### src/rtl/cmp_verdict_debouncer.sv
// ---------------------------------------------------------------------------
// cmp_verdict_debouncer
//
// Purpose:
//   Turns the per-sample gt/lt/eq flags of an 8-bit magnitude comparator into
//   a stable, debounced verdict. A new outcome is adopted only after RUN_LEN
//   consecutive valid samples agree on it. Cycles with in_valid=0 are ignored
//   and do not break a run. Illegal flag combinations are discarded, restart
//   the current run and set a sticky error flag.
//
// Optional feature (macro CMP_HIST_EN):
//   When defined, per-outcome saturating histogram counters are built.
//   When undefined, gt_cnt/lt_cnt/eq_cnt are tied to zero.
//
// Parameters:
//   RUN_LEN  consecutive agreeing samples needed to change the verdict (>=1)
//   CNT_W    width of the per-outcome counters
//
// Ports:
//   clk            in   1      rising-edge clock
//   rst            in   1      asynchronous active-high reset
//   clear          in   1      synchronous soft reset, same effect as rst
//   in_valid       in   1      gt_in/lt_in/eq_in carry a sample this cycle
//   gt_in          in   8      comparator A_gt_B vector
//   lt_in          in   8      comparator A_lt_B vector
//   eq_in          in   8      comparator A_equal_B vector
//   verdict        out  2      00 none, 01 LT, 10 GT, 11 EQ
//   verdict_valid  out  1      a verdict has been locked since reset/clear
//   verdict_chg    out  1      one-cycle pulse when the verdict changes
//   fsm_state      out  2      00 UNLOCKED, 01 QUALIFY, 10 LOCKED
//   err_sticky     out  1      an illegal flag combination has been seen
//   gt_cnt         out  CNT_W  legal GT samples, saturating
//   lt_cnt         out  CNT_W  legal LT samples, saturating
//   eq_cnt         out  CNT_W  legal EQ samples, saturating
// ---------------------------------------------------------------------------
module cmp_verdict_debouncer #(
    parameter int RUN_LEN = 4,
    parameter int CNT_W   = 16
) (
    input  logic             clk,
    input  logic             rst,
    input  logic             clear,
    input  logic             in_valid,
    input  logic [7:0]       gt_in,
    input  logic [7:0]       lt_in,
    input  logic [7:0]       eq_in,
    output logic [1:0]       verdict,
    output logic             verdict_valid,
    output logic             verdict_chg,
    output logic [1:0]       fsm_state,
    output logic             err_sticky,
    output logic [CNT_W-1:0] gt_cnt,
    output logic [CNT_W-1:0] lt_cnt,
    output logic [CNT_W-1:0] eq_cnt
);

    localparam int RC_W = $clog2(RUN_LEN + 1);
    localparam logic [RC_W-1:0] RUN_ONE  = RC_W'(1);
    localparam logic [RC_W-1:0] RUN_DONE = RC_W'(RUN_LEN);

    typedef enum logic [1:0] {
        UNLOCKED = 2'b00,
        QUALIFY  = 2'b01,
        LOCKED   = 2'b10
    } state_t;

    localparam logic [1:0] O_NONE = 2'b00;
    localparam logic [1:0] O_LT   = 2'b01;
    localparam logic [1:0] O_GT   = 2'b10;
    localparam logic [1:0] O_EQ   = 2'b11;

    // Registered state
    state_t          state;
    logic [1:0]      candidate;
    logic [RC_W-1:0] run_cnt;

    // Next-state values
    state_t          state_nxt;
    logic [1:0]      candidate_nxt;
    logic [RC_W-1:0] run_cnt_nxt;
    logic [1:0]      verdict_nxt;
    logic            verdict_valid_nxt;
    logic            verdict_chg_nxt;
    logic            err_sticky_nxt;

    // Flag decode
    logic       upper_zero;
    logic [2:0] bit0s;
    logic       legal;
    logic [1:0] outcome;
    logic       take;       // a legal sample is consumed this cycle

    assign upper_zero = ~|{gt_in[7:1], lt_in[7:1], eq_in[7:1]};
    assign bit0s      = {gt_in[0], lt_in[0], eq_in[0]};
    assign legal      = upper_zero &&
                        (bit0s == 3'b100 || bit0s == 3'b010 || bit0s == 3'b001);
    assign outcome    = gt_in[0] ? O_GT : (lt_in[0] ? O_LT : O_EQ);
    assign take       = in_valid && legal && !clear;

    // Run length the candidate reaches if this sample extends or restarts it.
    logic [RC_W-1:0] run_tmp;

    // NOTE: every combinational output is given a default before any branch,
    // so no path leaves a signal unassigned and no latch can be inferred.
    always_comb begin
        state_nxt         = state;
        candidate_nxt     = candidate;
        run_cnt_nxt       = run_cnt;
        verdict_nxt       = verdict;
        verdict_valid_nxt = verdict_valid;
        verdict_chg_nxt   = 1'b0;
        err_sticky_nxt    = err_sticky;
        run_tmp           = '0;

        if (clear) begin
            state_nxt         = UNLOCKED;
            candidate_nxt     = O_NONE;
            run_cnt_nxt       = '0;
            verdict_nxt       = O_NONE;
            verdict_valid_nxt = 1'b0;
            err_sticky_nxt    = 1'b0;
        end else if (in_valid && !legal) begin
            // Illegal sample: discard it and restart any run in progress.
            err_sticky_nxt = 1'b1;
            run_cnt_nxt    = '0;
            candidate_nxt  = O_NONE;
            state_nxt      = verdict_valid ? LOCKED : UNLOCKED;
        end else if (in_valid) begin
            if (state == QUALIFY && outcome == verdict) begin
                // Challenger abandoned: the current verdict is confirmed again.
                state_nxt     = LOCKED;
                run_cnt_nxt   = '0;
                candidate_nxt = O_NONE;
            end else if (state != LOCKED || outcome != verdict) begin
                if (state != LOCKED && outcome == candidate)
                    run_tmp = run_cnt + RUN_ONE;
                else
                    run_tmp = RUN_ONE;

                if (run_tmp == RUN_DONE) begin
                    verdict_nxt       = outcome;
                    verdict_valid_nxt = 1'b1;
                    verdict_chg_nxt   = 1'b1;
                    state_nxt         = LOCKED;
                    run_cnt_nxt       = '0;
                    candidate_nxt     = O_NONE;
                end else begin
                    candidate_nxt = outcome;
                    run_cnt_nxt   = run_tmp;
                    // A differing sample while locked opens a challenge;
                    // before the first lock the FSM keeps collecting.
                    state_nxt     = (state == UNLOCKED) ? UNLOCKED : QUALIFY;
                end
            end
        end
    end

    // NOTE: sequential state uses non-blocking assignments so every register
    // samples the pre-edge values, independent of statement order.
    always_ff @(posedge clk or posedge rst) begin
        if (rst) begin
            state         <= UNLOCKED;
            candidate     <= O_NONE;
            run_cnt       <= '0;
            verdict       <= O_NONE;
            verdict_valid <= 1'b0;
            verdict_chg   <= 1'b0;
            err_sticky    <= 1'b0;
        end else begin
            state         <= state_nxt;
            candidate     <= candidate_nxt;
            run_cnt       <= run_cnt_nxt;
            verdict       <= verdict_nxt;
            verdict_valid <= verdict_valid_nxt;
            verdict_chg   <= verdict_chg_nxt;
            err_sticky    <= err_sticky_nxt;
        end
    end

    assign fsm_state = state;

`ifdef CMP_HIST_EN
    localparam logic [CNT_W-1:0] CNT_ONE = CNT_W'(1);

    always_ff @(posedge clk or posedge rst) begin
        if (rst) begin
            gt_cnt <= '0;
            lt_cnt <= '0;
            eq_cnt <= '0;
        end else if (clear) begin
            gt_cnt <= '0;
            lt_cnt <= '0;
            eq_cnt <= '0;
        end else if (take) begin
            // Saturate at all-ones rather than wrapping.
            if (outcome == O_GT && gt_cnt != '1) gt_cnt <= gt_cnt + CNT_ONE;
            if (outcome == O_LT && lt_cnt != '1) lt_cnt <= lt_cnt + CNT_ONE;
            if (outcome == O_EQ && eq_cnt != '1) eq_cnt <= eq_cnt + CNT_ONE;
        end
    end
`else
    logic unused_take;
    assign unused_take = take;
    assign gt_cnt = '0;
    assign lt_cnt = '0;
    assign eq_cnt = '0;
`endif

endmodule

### config.mk
export PLATFORM = sky130hd
export DESIGN_NAME = cmp_verdict_debouncer
export DESIGN_NICKNAME = d
export VERILOG_FILES = /design/src/rtl/cmp_verdict_debouncer.sv
export SDC_FILE = /design/constraint.sdc
export NUM_CORES = 1
export LEC_CHECK = 0
export ABC_AREA = 1
export BUFFER_PORTS_ARGS = -buffer_cell sky130_fd_sc_hd__buf_2
export CAP_MARGIN = 5
export CORE_ASPECT_RATIO = 2
export CORE_MARGIN = 2
export CORE_UTILIZATION = 46
export CTS_BUF_LIST = sky130_fd_sc_hd__clkbuf_4 sky130_fd_sc_hd__clkbuf_8 sky130_fd_sc_hd__clkbuf_16
export DETAILED_ROUTE_END_ITERATION = 8
export GPL_ROUTABILITY_DRIVEN = 0
export PLACE_DENSITY_LB_ADDON = 0.05
export REMOVE_ABC_BUFFERS = 1
export SYNTH_ARGS = -nofsm -noshare
export SYNTH_HDL_FRONTEND = slang
export SYNTH_SLANG_ARGS = --single-unit
### constraint.sdc
create_clock -name clk -period 2.4 [get_ports clk]
set_input_delay 0 -clock clk [delete_from_list [all_inputs] [get_ports clk]]
set_output_delay 0 -clock clk [all_outputs]
set_load 0.05 [all_outputs]
* Word-level counts from Yosys, hierarchy flattened *
Index checks and enable logic that the tools add are counted.

storage, ports and cells
  register bits after elaboration = 12
  input bits = 28
  output and inout bits = 55
  word-level logic and storage cells = 86

cells by class
  add/sub/neg operators = 1
  equal/unequal tests = 11
  muxes and demuxes = 48
  reductions and logical operators = 19

operator list
  kind                   number
  $mux W2                21
  $mux W3                12
  $reduce_or A21 Y1      1
  $mux W1                15
  $reduce_bool A2 Y1     4
  $eq A3 B3 Y1 const B   2
  $ne A2 B2 Y1 const B   3
  $reduce_and A5 Y1      1
  $eq A2 B2 Y1           2
  $logic_and A1 B1 Y1    4
  $reduce_bool A4 Y1     1
  $add A3 B1 Y3 const B  1
  $eq A3 B1 Y1 const B   1
  $eq A3 B2 Y1 const B   1
  $logic_or A1 B1 Y1     3
  $reduce_bool A3 Y1     1
  $eq A2 B1 Y1 const B   1
  $logic_not A1 Y1       2
  $logic_not A2 Y1       1
  $ne A2 B2 Y1           1
  $reduce_and A2 Y1      1

* Logic depth before layout (Yosys ltp) *
Gate-level depths: netlist (run 1).

  depth in word-level cells = 17
  depth in mapped cells = 12
  depth with buffers taken out = 12

* Worst setup path before layout (run 1) *
No wires, ideal clock.

  path type = reg2reg
  start = register state[0], in the netlist fsm_state[0]
  end = register verdict[1]
  setup time = 0.119 ns
  arrival = 1.492 ns
  data required time = 2.281 ns
  path slack = 0.789 ns
  cell stages (with the launch flop) = 10
  path buffers = 0
  period minus slack after synthesis = 1.611 ns
  path through = dfrtp_1 -> inv_1 -> nand2_1 -> nand3_2 -> nor2_4 -> nand4_4 -> nor2_4 -> nand2_1 -> nand3_1 -> nand2_1

on the way
  longest elaborated chain between the ends = 11
  elaborated cells on any way between the ends = 16
  classes of those cells = 4 x eq/ne; 6 x mux; 6 x reduce/logical

ends and longest elaborated chain
  what                                    line      text
  start, declared                         73        state_t state;
  start signal, assigned                  170       state <= state_nxt;
  $ne A2 B2 Y1                            134, 135
  $logic_and A1 B1 Y1                     135       if (state != LOCKED && outcome == candidate)
  $mux W3                                 135
  $mux W3                                 134       end else if (state != LOCKED || outcome != verdict) begin
  $mux W3                                 129       if (state == QUALIFY && outcome == verdict) begin
  $mux W3                                 128       end else if (in_valid) begin
  $mux W3                                 122       end else if (in_valid && !legal) begin
  $mux W3                                 115       if (clear) begin
  $eq A3 B3 Y1                            140       if (run_tmp == RUN_DONE) begin
  $reduce_bool A2 Y1 (no source line)     n/a
  $reduce_and A5 Y1 (no source line) (*)  n/a
  end signal, assigned                    173       verdict <= verdict_nxt;
  end, declared                           47        output logic [1:0] verdict,

Every way passes the cells marked *; elsewhere a longest branch is shown, timed or not. The select of a mux whose other input is x is not followed.
A chain may end at the register's enable or synchronous reset.

* Worst setup path in the final report (run 1) *
  start = register run_cnt[0]
  end = register verdict[0]

on the way
  longest elaborated chain between the ends = 10

ends and longest elaborated chain
  what                                 line  text
  start, declared                      75    logic [RC_W-1:0] run_cnt;
  start signal, assigned               172   run_cnt <= run_cnt_nxt;
  $add A3 B1 Y3                        136   run_tmp = run_cnt + RUN_ONE;
  $mux W3                              135
  $mux W3                              134
  $mux W3                              129
  $mux W3                              128
  $mux W3                              122
  $mux W3                              115
  $eq A3 B3 Y1                         140
  $reduce_bool A2 Y1 (no source line)  n/a
  $reduce_and A5 Y1 (no source line)   n/a

Every way passes these cells. The select of a mux whose other input is x is not followed.

==> metrics.md, run 1 <==
| Metric | Value |
|---|---|
| Top cell type's share of synthesized area | `around 28%` |
| Hold endpoint | `verdict[0]` |
| Overall routing resource usage | `15.42%` |
| Crit path top cell by count | `nand2_1` |
| 1st-iter DRT viols | `4` |
| Max-capacitance violation count | `0` |
| Slowest cell delay on critical path | `~440 ps` |
| Crit Path Class | `flip-flop to flip-flop` |
| Synth area leaders | `buf_4 (28%), dfrtp_1 (23%), nand2_1 (13%), inv_1 (8.6%), nand3_1 (3.8%)` |
| Outcome | `finished clean` |
| Seq/Total Area, Yosys | `23.05%` |
| P per Cell Area | `506.8 nW/µm²` |
| Final setup vio count | `0` |
| Critical path endpoint category | `flip-flop` |
| Data arrival time of the critical path | `1690 ps` |
| Peak supply drop | `approximately 320 µV` |
| Net count, final | `roughly 260` |
| Slowest-stage cell, CP | `dfrtp_1` |
| Largest family of logic cells by synthesized area | `buffers and inverters` |
| Yosys warning total | `0` |
| Hold path depth | `4` |
| Seq. cell area | `between 300 and 400 µm²` |
| Post-route antenna net violation count | `0` |
| Ports | `83` |
| Multi-input logic area | `approximately 690 µm²` |
| Worst hold path type | `input port to flip-flop` |
| RR Endpoint | `verdict[0]` |
| Synth Area in Adders | `less than 1%` |
| Most common cell after layout, fill and taps aside | `conb_1` |
| DIE WIDTH | `~42 µm` |
| Root Buffer | `clkbuf_8` |
| Worst R2R Setup Slack | `850 ps` |
| Post-DP Area | `about 1300 µm²` |
| Final wirelength | `~2.5 mm` |
| Fmax | `between 0.6 and 0.7 GHz` |
| TNS Setup | `0 ps` |
| RSZ-0062 raised after global routing | `no` |
| Post-DP HPWL | `around 2.2 mm` |
| Worst-path clk slew | `~50 ps` |
| Skew final | `1.191 ps` |
| Most frequent cells in the layout | `conb_1 (48), nand2_1 (44), buf_2 (34)` |
| CTS tree | `done` |
| Final Cycle Share | `64.78%` |
| Layout area overhead | `7.493%` |
| Pins Over Slew Limit | `0` |
| Drt pass-1 iters | `4` |
| Leak pwr | `0.8882 nW` |
| CP Launch Type | `flip-flop` |
| Mux contribution to synthesized area | `0%` |
| Residual DRC | `0` |
| Initial Utilization | `between 40% and 50%` |
| Buf+Inv Stages, Crit Path | `0` |
| Via count of the first global-routing pass | `about 980` |
| Worst skew pair latency | `around 240 ps` |
| Synth Area in Compound Gates | `approximately 3.6%` |
| Endpoints failing hold | `0` |
| Clock sinks | `12` |
| Critical Path RT | `2540 ps` |
| Via-to-Cell Ratio | `just over 4` |
| Synthesis-stage register bit count | `12` |
| Chain of cells forming the critical path | `ha_1 > xor2_1 > nand4_4 > nor2_4 > nand2_1 > nand3_1 > nand2_1` |
| Core footprint | `between 2000 and 3000 µm²` |
| Detailed-route via count | `just over 1000` |
| Total grt overflow | `0` |
| Final min period | `1555 ps` |
| Largest net degree at the start of global routing | `13` |
| Final Cell Area | `roughly 1400 µm²` |
| Simple-Gate Fraction of Synth Area | `approximately 33%` |
| Top delay family on crit path | `simple AND/OR/NAND/NOR gates` |
| Initial antenna violation count | `0` |
| Fillers | `approximately 280` |
| Die area | `~3300 µm²` |
| First-pass GRT wire length | `3.988 mm` |
| Layout cells sized above 1 | `a little over a quarter` |
| Avg Cell Area, Syn | `6.965 µm²` |
| Post-Syn Area | `about 1300 µm²` |
| Num CTS Buffers | `3` |
| Distinct cells, synth | `26` |
| Hold_sp | `gt_in[0]` |
| Worst r2r path cells | `7` |
| Worst reg2reg startpoint | `run_cnt[0]` |
| IO buf count | `34` |
| Max Root-Sink Buffers | `2` |
| Die Ht | `79.25 µm` |
| Synth Area in XOR/XNOR | `roughly 1.3%` |
| # diodes | `0` |
| Leading area contributor after synthesis | `buf_4` |
| Htree depth | `1` |
| Cell Rows | `27` |
| Worst-path fanout max | `4` |
| Synthesized instance count | `between 150 and 200` |
| Routed length per placed instance | `~9.9 µm` |
[stage by stage]
stage,setup WS (ps),total power [mW],cells,hold WS (ps),utilization [%]
floorplan,788.9,0.4443,186,-135.3,-
global placement,913.3,0.4839,249,42.99,48.42
detailed placement,862.2,0.4853,249,46.85,48.42
CTS,851.8,0.7106,255,105.3,51.17
global route,783.1,0.7358,255,139.1,51.17
finish,845.2,0.7095,255,109.7,51.17
[where the power goes]
| group | internal (mW) | switching [mW] |
|---|---|---|
| clock | 0.145 | 0.0786 |
| sequential | 0.208 | 0.00513 |
| combinational | 0.0409 | 0.231 |
| total | 0.394 | 0.315 |
[worst reg2reg max path: stages, from the launching register on]
cell and delay [ps]:
dfrtp_1 440, ha_1 230, xor2_1 260, nand4_4 160
nor2_4 110, nand2_1 100, nand3_1 90, nand2_1 50
[cell families after synthesis]
group	count (synthesis)
simple gates	82
other cells	1
xor+xnor	2
flops	12
buf+inv	82
fa+ha+maj	1
compound gates	7
[repair_timing]
item / 4_1_cts / 5_1_grt
resized for setup: 0 / 0
endpoints found under the hold margin: 14 / 0
hold buffers: 2 / 0
endpoints found under the setup margin: 0 / 0
buffers inserted: 0 / 0
[registers in the layout, summed over array words and instances, names as in the netlist]
| signal | cells |
|---|---|
| run_cnt | 3 |
| candidate | 2 |
| fsm_state | 2 |
| verdict | 2 |
| err_sticky | 1 |
| verdict_chg | 1 |
| verdict_valid | 1 |
[area by class of cell]
cell class | instances | area share (%)
sequential | 12 | 21.45
multi-input combinational | 140 | 49.33
timing repair buffer | 36 | 13.58
tap | 29 | 2.592
clock buffer | 4 | 3.932
inverter | 34 | 9.115
[routing by layer]
metal  vias up  global-route usage, %  share of wire [%]
met4         0                  9.677                3.3
met1       440                  13.84                 32
met5         -                      0                  0
met3         7                  1.591                6.3
li1        545                      -                  -
met2        42                  30.78                 59
[synthesized netlist by cell type, drive strengths merged]
cell / number
nand2: 50
buf: 48
inv: 34
nand3: 14
nor2: 13
dfrtp: 12
a21oi: 3
nand4: 2
o21ai: 2
xor2: 2
and2: 1
conb: 1
ha: 1
nor3: 1
nor4: 1
o2111a: 1
o22ai: 1
[worst max path at each step]
stage,startpoint,endpoint,slack (ps),cells after the start
after floorplan,fsm_state[0],verdict[1],790,9
after global placement,run_cnt[0],verdict[1],910,7
after detailed placement,run_cnt[0],verdict[0],860,7
after CTS,run_cnt[0],verdict[0],850,7
after global routing,run_cnt[0],verdict[0],780,7
final,run_cnt[0],verdict[0],850,7
Power figures use the tool's default switching activity.
==> run 2: changes to the inputs <==
--- a/config.mk
+++ b/config.mk
@@ -10,7 +10,7 @@
 export CAP_MARGIN = 5
 export CORE_ASPECT_RATIO = 2
 export CORE_MARGIN = 2
-export CORE_UTILIZATION = 46
+export CORE_UTILIZATION = 43
 export CTS_BUF_LIST = sky130_fd_sc_hd__clkbuf_4 sky130_fd_sc_hd__clkbuf_8 sky130_fd_sc_hd__clkbuf_16
 export DETAILED_ROUTE_END_ITERATION = 8
 export GPL_ROUTABILITY_DRIVEN = 0
==> constraint.sdc (replaced) <==
create_clock -name clk -period 1.5 [get_ports clk]
set_input_delay 0 -clock clk [delete_from_list [all_inputs] [get_ports clk]]
set_output_delay 0 -clock clk [all_outputs]
set_load 0.05 [all_outputs]
==> run 2 against run 1 <==
Net effect:
- global-route usage grew 0.58 points
- clock skew grew 2.4 ps
- fmax grew 9.3%
- wire length grew 5.1%
- core utilization shrank 1.5 points
- combinational power grew 64%
==> metrics.md, run 2 (synthesis results as in run 1) <==
| Metric | Value |
|---|---|
| Outcome | `finished clean` |
| PnR Total Power | `~1.1 mW` |
| Ports | `between 80 and 90` |
| Peak supply drop | `607.2 µV` |
| Int Pwr | `about 0.58 mW` |
| Top delay family on crit path | `simple AND/OR/NAND/NOR gates` |
| Psw | `0.4975 mW` |
| Post-DP HPWL | `between 2 and 2.5 mm` |
| Layout Cells excl Fill | `about 260` |
| Combinational power share | `41.3%` |
| Worst hold path type | `input port to flip-flop` |
| Sequential fraction of design power | `31.5%` |
| Detailed-route via count | `between 1000 and 1500` |
| Die Ht | `around 82 µm` |
| Critical Path RT | `approximately 1600 ps` |
| Top Usage Layer GRT | `met2` |
| Routed length per placed instance | `~10 µm` |
| Multi-input logic area | `between 700 and 800 µm²` |
| Max-capacitance violation count | `0` |
| Worst-path fanout max | `3` |
| Endpoints failing hold | `0` |
| Clock sinks | `12` |
| Core footprint | `just under 3000 µm²` |
| Layout cells sized above 1 | `a little under a third` |
| Fmax | `roughly 0.70 GHz` |
| Buf+Inv Stages, Crit Path | `0` |
| Hold_sp | `gt_in[0]` |
| Fillers | `approximately 340` |
| Post-route antenna net violation count | `0` |
| CP Launch Type | `flip-flop` |
| GRT met1 Usage | `between 10% and 20%` |
| Via-to-Cell Ratio | `about 4.1` |
| Most common cell after layout, fill and taps aside | `conb_1` |
| DIE WIDTH | `42.92 µm` |
| Initial Utilization | `~45%` |
| Root Buffer | `clkbuf_8` |
| Hold path depth | `4` |
| Residual DRC | `0` |
| Die area | `approximately 3500 µm²` |
| Post-DP Area | `about 1300 µm²` |
| Switching part of the total | `between 40% and 50%` |
| Slowest-stage cell, CP | `dfrtp_1` |
| Worst r2r path cells | `7` |
| Num CTS Buffers | `3` |
| Worst skew pair latency | `between 200 and 250 ps` |
| Hold endpoint | `verdict[0]` |
| First-pass GRT wire length | `4.215 mm` |
| Skew final | `~3.6 ps` |
| Met3 Usage GRT | `under 10%` |
| Cell Rows | `28` |
| Leak pwr | `0.8996 nW` |
| Data arrival time of the critical path | `1550 ps` |
| P per Cell Area | `around 750 nW/µm²` |
| Net count, final | `260` |
| Max reg flops | `3` |
| # diodes | `0` |
| Final min period | `around 1400 ps` |
| Layout area overhead | `10.95%` |
| Htree depth | `1` |
| Overall routing resource usage | `around 16%` |
| Drt pass-1 iters | `3` |
| Max Root-Sink Buffers | `2` |
| Largest Register | `run_cnt` |
| Clock power frac | `roughly 27%` |
| Initial antenna violation count | `0` |
| Final setup vio count | `0` |
| Total grt overflow | `0` |
| Final wirelength | `approximately 2.6 mm` |
| Seq. cell area | `300.3 µm²` |
| Largest net degree at the start of global routing | `13` |
| Slowest cell delay on critical path | `approximately 380 ps` |
| Most frequent cells in the layout | `conb_1 (48), nand2_1 (41), buf_2 (34)` |
| Dpl cells | `252` |
| Critical path endpoint category | `flip-flop` |
| Slew HR | `66.57%` |
| RR Endpoint | `verdict[1]` |
| Worst Tran Pin Value | `between 500 and 600 ps` |
| Final Cycle Share | `roughly 95%` |
| Worst R2R Setup Slack | `about 78 ps` |
| Via count of the first global-routing pass | `approximately 1100` |
| Crit Path Class | `flip-flop to flip-flop` |
| Met2 Use GR | `between 30% and 40%` |
| Final Cell Area | `1445 µm²` |
| RSZ-0062 raised after global routing | `yes` |
| Chain of cells forming the critical path | `ha_2 > xor2_2 > nand4_4 > nor2_4 > nand2_2 > nand3_1 > nand2_1` |
| Worst-path clk slew | `~50 ps` |
| Worst hold slack | `roughly 130 ps` |
| Worst reg2reg startpoint | `run_cnt[0]` |
| Pins Over Slew Limit | `0` |
| 1st-iter DRT viols | `8` |
| IO buf count | `34` |
| CTS tree | `done` |
## run 2: changes by cell type in the layout (fill, tap and decap cells not counted)
cell,previous run,this run
nand2_2,4,7
ha_1,1,0
xor2_2,0,2
xor2_1,2,0
nand2_1,44,41
nor2_2,2,3
nor2_1,8,7
buf_4,0,4
clkbuf_8,4,3
ha_2,0,1
## run 2: worst max path at each step
stage                 start       endpoint  slack, ps  cells past startpoint
2_1_floorplan  fsm_state[0]     verdict[1]       -110                      9
3_3_place_gp     run_cnt[0]   candidate[0]         80                      7
3_5_place_dp     run_cnt[0]     verdict[1]          5                      7
4_1_cts          run_cnt[0]   candidate[1]         30                      7
5_1_grt          run_cnt[0]  verdict_valid         -4                      6
6_report         run_cnt[0]     verdict[1]         80                      7
## run 2: per-layer routing
metal | routed length, µm | vias up
met5 | 0 | -
met4 | 117 | 0
met3 | 190 | 11
met2 | 1509 | 42
met1 | 831 | 452
li1 | - | 546
## run 2: worst reg2reg max path, cell delays in order, from the launching register on
cell and delay (ps):
dfrtp_1 380, ha_2 200, xor2_2 220, nand4_4 150
nor2_4 150, nand2_2 80, nand3_1 80, nand2_1 50
## run 2: cell type report
class	count	share of cell area [%]
Multi-Input combinational cell	140	49.70
Timing Repair Buffer	40	15.24
Inverter	34	8.831
Tap cell	30	2.597
Clock buffer	3	2.857
Sequential cell	12	20.78
## run 2: power by group through the flow
stage	logic (mW)	clock network, mW	registers (mW)
CTS	0.442	0.311	0.339
floorplan	0.350	0	0.361
global route	0.479	0.316	0.341
finish	0.445	0.294	0.339
global placement	0.435	0	0.344
detailed placement	0.437	0	0.344
## run 2: repair_timing
| item | CTS | global route |
|---|---|---|
| pin swaps | 0 | 4 |
| gates cloned | 0 | 0 |
| gates resized for setup | 1 | 6 |
| setup buffers | 0 | 2 |
| endpoints found under the setup margin | 1 | 6 |
| hold buffers | 2 | 0 |
| hold endpoints to repair | 14 | 0 |
## run 2: metrics by stage
stage          setup slack [ps]  setup TNS, ps  utilization, %
2_1_floorplan            -111.1         -430.7               -
3_3_place_gp              78.37              0           46.13
3_5_place_dp              4.951              0           46.13
4_1_cts                   31.08              0           48.49
5_1_grt                  -3.875         -3.875           49.70
6_report                  77.90              0           49.70
==> run 3: changes to the inputs <==
--- a/config.mk
+++ b/config.mk
@@ -10,7 +10,7 @@
 export CAP_MARGIN = 5
 export CORE_ASPECT_RATIO = 2
 export CORE_MARGIN = 2
-export CORE_UTILIZATION = 43
+export CORE_UTILIZATION = 46
 export CTS_BUF_LIST = sky130_fd_sc_hd__clkbuf_4 sky130_fd_sc_hd__clkbuf_8 sky130_fd_sc_hd__clkbuf_16
 export DETAILED_ROUTE_END_ITERATION = 8
 export GPL_ROUTABILITY_DRIVEN = 0
==> constraint.sdc (replaced) <==
create_clock -name clk -period 1.75 [get_ports clk]
set_input_delay 0 -clock clk [delete_from_list [all_inputs] [get_ports clk]]
set_output_delay 0 -clock clk [all_outputs]
set_load 0.05 [all_outputs]
==> run 3 against run 2 <==
Net effect:
- design area decreased by 3.1%
- first-iteration DRC count increased by 50%
- sequential power down 14%
- combinational power is 16% lower
- register-to-register slack improved by 120 ps
- fmax down 8.1%
- non-clock buffer count shrank 4
- clock power rose by 2%
- via count down 0.67%
- global-route usage is essentially flat
- power shrank 10%
==> metrics.md, run 3 (synthesis results as in run 1) <==
| Metric | Value |
|---|---|
| Outcome | `finished clean` |
| Endpoints failing hold | `0` |
| Worst slack at placement | `211.3 ps` |
| Crit Path Class | `flip-flop to flip-flop` |
| Pins Over Slew Limit | `0` |
| Final min period | `~1500 ps` |
| Worst-path fanout max | `4` |
| Via count of the first global-routing pass | `between 900 and 1000` |
| Final Cycle Share | `a little under 90%` |
| Detailed-route via count | `~1000` |
| Ports | `83` |
| Final setup vio count | `0` |
| Die area | `3299 µm²` |
| Most common cell after layout, fill and taps aside | `conb_1` |
| Layout area overhead | `7.493%` |
| Worst skew pair latency | `between 200 and 250 ps` |
| Largest net degree at the start of global routing | `13` |
| Crit path top cell by count | `nand2_1` |
| Largest Register | `run_cnt` |
| Top delay family on crit path | `simple AND/OR/NAND/NOR gates` |
| Net count, final | `about 260` |
| Final wirelength | `between 2 and 3 mm` |
| Worst hold path type | `input port to flip-flop` |
| Post-DP HPWL | `~2.2 mm` |
| Die Ht | `between 70 and 80 µm` |
| Root Buffer | `clkbuf_8` |
| Initial Utilization | `between 40% and 50%` |
| Resize count post-CTS | `0` |
| Max Root-Sink Buffers | `2` |
| Residual DRC | `0` |
| Chain of cells forming the critical path | `ha_1 > xor2_1 > nand4_4 > nor2_4 > nand2_1 > nand3_1 > nand2_1` |
| Initial antenna violation count | `0` |
| Data arrival time of the critical path | `between 1500 and 2000 ps` |
| First-pass GRT wire length | `approximately 4.1 mm` |
| Max reg flops | `3` |
| Post-route antenna net violation count | `0` |
| Slowest cell delay on critical path | `430 ps` |
| Clock sinks | `12` |
| # diodes | `0` |
| Max-capacitance violation count | `0` |
| Critical path endpoint category | `flip-flop` |
| CTS tree | `done` |
| Critical Path RT | `roughly 1900 ps` |
| Cell Rows | `27` |
| IO buf count | `34` |
| Buf+Inv Stages, Crit Path | `0` |
| Overall routing resource usage | `15.97%` |
| Drt pass-1 iters | `2` |
| Via-to-Cell Ratio | `4.094` |
| Worst-path clk slew | `approximately 50 ps` |
| Peak supply drop | `about 390 µV` |
| Slowest-stage cell, CP | `dfrtp_1` |
| Htree depth | `1` |
| Total grt overflow | `0` |
| P per Cell Area | `between 600 and 700 nW/µm²` |
| Setup ws final | `between 200 and 250 ps` |
| Core footprint | `around 2700 µm²` |
| TNS Setup | `0 ps` |
| Layout cells sized above 1 | `between 20% and 30%` |
| Fmax | `between 0.6 and 0.7 GHz` |
| Skew final | `about 1.8 ps` |
| Num CTS Buffers | `3` |
| Leak pwr | `a little under 0.9 nW` |
| Routed length per placed instance | `9.953 µm` |
| CP Launch Type | `flip-flop` |
| 1st-iter DRT viols | `12` |
| DIE WIDTH | `roughly 42 µm` |
| Most frequent cells in the layout | `conb_1 (48), nand2_1 (44), buf_2 (34)` |
| RSZ-0062 raised after global routing | `no` |
[run 3: changes by cell type in the layout (fill, tap and decap cells not counted)]
cell,delta
clkbuf_8,+1
xor2_2,-2
xor2_1,+2
buf_4,-4
ha_2,-1
nor2_2,-1
nand2_1,+3
ha_1,+1
nor2_1,+1
nand2_2,-3
[run 3: routing by layer]
layer	wire (µm)	part of all wire [%]	track usage, %
met1	798	31	14.25
met2	1511	60	32.34
met3	157	6.2	2.273
met4	70	2.8	8.387
met5	0	0	0
[run 3: power breakdown]
part           leakage [nW]  internal (mW)  total, mW  switching, mW
Sequential            0.163          0.286      0.293        0.00694
Combinational         0.696         0.0561      0.374          0.318
Clock                0.0288          0.199      0.301          0.102
Total                 0.888          0.541      0.968          0.427
[run 3: worst paths after layout]
kind                                  from      endpoint  cells past startpoint  slack, ps
worst max-delay path            run_cnt[0]    verdict[0]                      7        200
worst min-delay path              gt_in[0]    verdict[0]                      4        120
worst max register to register  run_cnt[0]    verdict[0]                      7        200
worst min register to register  run_cnt[1]    run_cnt[1]                      2        510
max in group asynchronous              rst  candidate[0]                      3       1110
min in group asynchronous              rst  candidate[1]                      3        320
[run 3: worst min-delay path: stages]
cell,delay [ps]
buf_2,130
inv_2,80
nand2_1,70
nand2_1,40
[run 3: what timing repair did]
action | in CTS | in global routing
hold buffers | 2 | 0
endpoints found under the setup margin | 0 | 0
buffers inserted | 0 | 0
hold endpoints to repair | 14 | 0
[run 3: final cells by class]
class	count	area, µm²
Clock buffer	4	55.05
Fill cell	290	1336
Inverter	34	127.6
Multi-Input combinational cell	140	690.7
Sequential cell	12	300.3
Tap cell	29	36.28
Timing Repair Buffer	36	190.2
[run 3: metrics by stage]
stage          cells  area [µm²]  utilization, %  hold WS [ps]  power [mW]
5_1_grt          255        1400           51.17         137.5       1.011
4_1_cts          255        1400           51.17         105.7      0.9795
2_1_floorplan    186        1119               -        -135.3      0.6093
3_3_place_gp     249        1325           48.42         43.00      0.6637
6_report         255        1400           51.17         115.3      0.9677
3_5_place_dp     249        1325           48.42         45.52      0.6663
